$ cat src/rtl/load_store_unit_32.sv
// MEM-stage load/store initiator: one request per valid/ready handshake, holds memory strobes for MEM_LATENCY cycles.
// Optional macro LSU_ALIGN_CHECK_EN turns misaligned requests into faulted responses.
module load_store_unit_32 #(
    parameter int ADDR_WIDTH  = 32,
    parameter int DATA_WIDTH  = 32,
    parameter int MEM_LATENCY = 1
) (
    input  logic                  clk,
    input  logic                  reset,
    input  logic                  req_valid,
    output logic                  req_ready,
    input  logic                  req_write,
    input  logic [ADDR_WIDTH-1:0] req_addr,
    input  logic [DATA_WIDTH-1:0] req_wdata,
    output logic                  resp_valid,
    output logic [DATA_WIDTH-1:0] resp_rdata,
    output logic                  resp_fault,
    output logic                  stall,
    output logic                  mem_enable,
    output logic                  mem_read,
    output logic                  mem_write,
    output logic [ADDR_WIDTH-1:0] mem_addr,
    output logic [DATA_WIDTH-1:0] mem_write_data,
    input  logic [DATA_WIDTH-1:0] mem_read_data
);

    typedef enum logic [1:0] {
        IDLE,
        ACCESS,
        DONE
    } state_t;

    localparam int CNT_WIDTH = 4;
    localparam logic [CNT_WIDTH-1:0] CNT_LOAD = CNT_WIDTH'(MEM_LATENCY - 1);

    state_t                 state_reg, state_next;
    logic [CNT_WIDTH-1:0]   count_reg, count_next;
    logic                   write_reg, write_next;
    logic [ADDR_WIDTH-1:0]  addr_reg, addr_next;
    logic [DATA_WIDTH-1:0]  wdata_reg, wdata_next;
    logic [DATA_WIDTH-1:0]  rdata_reg, rdata_next;
    logic                   misaligned;

`ifdef LSU_ALIGN_CHECK_EN
    logic fault_reg;

    assign misaligned = (req_addr[1:0] != 2'b00);

    // Fault flag is latched at accept and only exposed while the response is presented.
    always_ff @(posedge clk) begin
        if (reset) begin
            fault_reg <= 1'b0;
        end else if (state_reg == IDLE && req_valid) begin
            fault_reg <= misaligned;
        end
    end

    assign resp_fault = (state_reg == DONE) && fault_reg;
`else
    assign misaligned = 1'b0;
    assign resp_fault = 1'b0;
`endif

    always_ff @(posedge clk) begin
        if (reset) begin
            state_reg <= IDLE;
            count_reg <= '0;
            write_reg <= 1'b0;
            addr_reg  <= '0;
            wdata_reg <= '0;
            rdata_reg <= '0;
        end else begin
            state_reg <= state_next;
            count_reg <= count_next;
            write_reg <= write_next;
            addr_reg  <= addr_next;
            wdata_reg <= wdata_next;
            rdata_reg <= rdata_next;
        end
    end

    always_comb begin
        state_next = state_reg;
        count_next = count_reg;
        write_next = write_reg;
        addr_next  = addr_reg;
        wdata_next = wdata_reg;
        rdata_next = rdata_reg;
        case (state_reg)
            IDLE: begin
                if (req_valid) begin
                    write_next = req_write;
                    addr_next  = req_addr >> 2;
                    wdata_next = req_wdata;
                    count_next = CNT_LOAD;
                    if (misaligned) begin
                        rdata_next = '0;
                        state_next = DONE;
                    end else begin
                        state_next = ACCESS;
                    end
                end
            end
            ACCESS: begin
                if (count_reg == '0) begin
                    rdata_next = write_reg ? '0 : mem_read_data;
                    state_next = DONE;
                end else begin
                    count_next = count_reg - 1'b1;
                end
            end
            DONE: begin
                state_next = IDLE;
            end
            default: begin
                state_next = IDLE;
            end
        endcase
    end

    // Strobes decode straight from the state register, so they cannot glitch in IDLE or DONE.
    assign req_ready      = (state_reg == IDLE) && !reset;
    assign stall          = (state_reg != IDLE);
    assign resp_valid     = (state_reg == DONE);
    assign resp_rdata     = rdata_reg;
    assign mem_enable     = (state_reg == ACCESS);
    assign mem_read       = (state_reg == ACCESS) && !write_reg;
    assign mem_write      = (state_reg == ACCESS) && write_reg;
    assign mem_addr       = addr_reg;
    assign mem_write_data = wdata_reg;

endmodule

$ cat config.mk
export PLATFORM = sky130hd
export DESIGN_NAME = load_store_unit_32
export DESIGN_NICKNAME = d
export VERILOG_FILES = /design/src/rtl/load_store_unit_32.sv
export SDC_FILE = /design/constraint.sdc
export NUM_CORES = 1
export LEC_CHECK = 0
export CORE_UTILIZATION = 35
export CTS_CLUSTER_DIAMETER = 200
export DETAILED_ROUTE_END_ITERATION = 12
export GPL_TIMING_DRIVEN = 0
export PLACE_DENSITY = 0.76
export SLEW_MARGIN = 10
export SYNTH_ARGS = -nofsm -noshare
export SYNTH_HDL_FRONTEND = slang
export SYNTH_SLANG_ARGS = --single-unit
$ cat constraint.sdc
create_clock -name clk -period 1.63 [get_ports clk]
set_input_delay 0.326 -clock clk [delete_from_list [all_inputs] [get_ports clk]]
set_output_delay 0.326 -clock clk [all_outputs]
set_load 0.01 [all_outputs]
==> impl_metrics.csv <==
group,metric,value,unit
detailed_routing,drtIter0Drc,180,
power,switchingPower,2.42,mW
floorplan,dieWidth,107,um
place,io_buffers,197,
hold_path,hold_path.class,"reg2reg",
floorplan,ios,203,
finish,layout-drive-gt1-share,11.1,%
sta,max_freq,627,MHz
clock_tree,cts.clk_slew.worst_paths,0.09,ns
sta,maxSlewHeadroom,63.1,%
clock_tree,cts_sinks,101,
critical_path,end_kind,"primary output",
detailed_routing,drc,0,
sta,worst_slack,0.0353,ns
detailed_routing,dr.pass1.iters,4,
finish,syn_to_final_growth,68.0,%
floorplan,die-height,107,um
synth,syn_inst,465,
clock_tree,cts_hold_buf,0,
clock_tree,insertion_delay,0.36,ns
clock_tree,cts_tree,"done",
floorplan,core,10500,um2
sta,fin_crit_sh,97.8,%
power,power_density,1180,nW/um2
floorplan,fp-row-count,37,
power,power.total,7.63,mW
critical_path,path_cells,"clkdlybuf4s50_1",
critical_path,crit_path_max_incr_delay,0.54,ns
synth,syn_avg_cell_area,8.29,um2
synth,yosys_warnings,0,
sta,finalSetupViolCount,0,
place,hpwl,9.10,mm
critical_path,cp.required,1.30,ns
place,place_ws,-1.10,ns
power,swShare,31.7,%
finish,fillers,929,
power,seq_power_share,39.1,%
critical_path,path_class,"reg2out",
grt,grt-ovfl-total,0,
sta,setup_tns,0,ns
power,p_int,5.21,mW
finish,final_nets,784,
detailed_routing,ant_nets,0,
sta,fin_skew,0.00753,ns
synth,async_reset_ff_share,0,%
critical_path,cpMaxStageDelayCell,"clkdlybuf4s50_1",
grt,grt_pass1_wl,19.3,mm
critical_path,path_buf_inv,1,
finish,fin_area,6470,um2
synth,synth_edf_count,0,
synth,synth.distinct_cells,32,
power,power_frac_clock,24.4,%
synth,synth_seq_cells,101,
clock_tree,htree_levels,3,
floorplan,initial_core_util,36.7,%
critical_path,path_delay_family,"buffers and inverters",
grt,track_usage,21.3,%
synth,ys_seq_area_share,52.5,%
synth,syn_area,3850,um2
critical_path,path_max_fanout,2,
floorplan,dieArea,11400,um2
clock_tree,cts_root_buf,"clkbuf_8",
grt,antenna_found_initial,1,
power,comb_power_share,36.5,%
grt,grt_pass1_vias,4020,
finish,final_common_cell,"clkdlybuf4s50_1",
detailed_routing,routed_wl,12.4,mm
detailed_routing,wl_per_cell,15.1,um
clock_tree,cts_max_path_buffers,2,
detailed_routing,viasPerCell,4.95,
critical_path,cp-start-kind,"flop",
sta,worst_slew_pin_slew,0.553,ns
finish,final_util,61.6,%
job,max_cap_viol_count,0,
place,gp_congestion,0.848,
critical_path,cp.arrival,1.27,ns
clock_tree,cts_made_buffers,9,
grt,grt_max_degree,16,
synth,ys.flop_type,"dfxtp_1",
power,power.leakage,2.61,nW
place,placed_area,6000,um2
sta,fin_crit,1.59,ns
finish,layout_common_cells,"clkdlybuf4s50_1 (174), nand2_1 (126), a21oi_1 (97), dfxtp_1 (96), nand4b_1 (32)",
detailed_routing,vias,4066,
sta,drv_slew,0,
sta,hold_violations,0,
power,ir_worst_vdd,598,uV
outcome,status,"completed",
==> worst reg2reg max path: stages, from the launching register on <==
cell      delay [ns]
dfxtp_4         0.36
buf_4           0.14
or3b_1          0.36
buf_2           0.21
clkbuf_2        0.22
nand2_1         0.11
a21oi_1         0.07
==> cell type report <==
cell class              count  area, um2  area share, %
diodes                      1       2.50         0.0386
plain buffers              42        265           4.10
clock buffers              10        138           2.13
clock inverters             4       97.6           1.51
inverters                   3       18.8          0.290
multi-input cells         318       1680           25.9
flip-flops and latches    101       2030           31.4
well taps                 136        170           2.63
repair buffers            207       2070           32.0
==> stage by stage <==
stage	instances	hold WS (ns)
floorplan	467	0.458
global placement	800	0.442
detailed placement	800	0.446
CTS	820	0.459
global route	822	0.474
finish	822	0.456
==> power groups by stage <==
stage                     Sequential (mW)  Combinational [mW]  Clock [mW]
final                                2.98                2.78        1.87
after detailed placement             3.01                2.48           0
after global placement               3.00                2.43           0
after CTS                            2.97                2.63        1.92
after global routing                 3.02                3.00        2.02
after floorplan                      3.12                1.17           0
==> kinds of logic after synthesis <==
logic type | after synthesis | synth area share, %
multiplexers | 1 | 0.292
AND/OR/NAND/NOR | 178 | 23.2
buffers and inverters | 48 | 5.49
AO/OA/AOI/OAI | 134 | 17.8
other | 1 | 0.0973
flip-flops | 101 | 52.5
adder cells (fa/ha/maj) | 2 | 0.649
==> synthesized netlist by cell type (2+ instances only) <==
library cell	number	area, um2
a21oi_1	97	485
buf_1	3	11.3
buf_2	16	80.1
buf_4	3	22.5
clkbuf_1	23	86.3
dfxtp_1	101	2020
ha_1	2	25.0
inv_1	2	7.51
nand2_1	126	473
nand4b_1	32	280
nor2_1	2	7.51
nor3_1	3	15.0
nor3b_1	3	22.5
o21ai_1	32	160
or3_1	2	12.5
or3b_1	2	17.5
==> routing by layer <==
metal | global-route usage (%) | share of wire [%]
met1 | 25.3 | 41
met2 | 37.5 | 49
met3 | 5.53 | 8.2
met4 | 6.07 | 1.1
met5 | 0 | 0
==> timing repair <==
item,4_1_cts,5_1_grt
buffers inserted,7,3
resized for setup,56,51
setup endpoints to repair,82,110
pin swaps,1,2
hold endpoints to repair,0,0
==> final timing paths <==
check / from / end / slack (ns) / depth (start not counted)
max reg2reg: state_reg[1]$_SDFFE_PP0P_ / mem_addr[22]$_SDFFE_PP0P_ / 0.04 / 6
min: mem_write_data[7]$_SDFFE_PP0P_ / mem_write_data[7]$_SDFFE_PP0P_ / 0.46 / 2
min reg2reg: mem_write_data[7]$_SDFFE_PP0P_ / mem_write_data[7]$_SDFFE_PP0P_ / 0.46 / 2
max: resp_rdata[26]$_SDFFE_PP0P_ / resp_rdata[26] / 0.04 / 1
(Power assumes the default switching activity.)
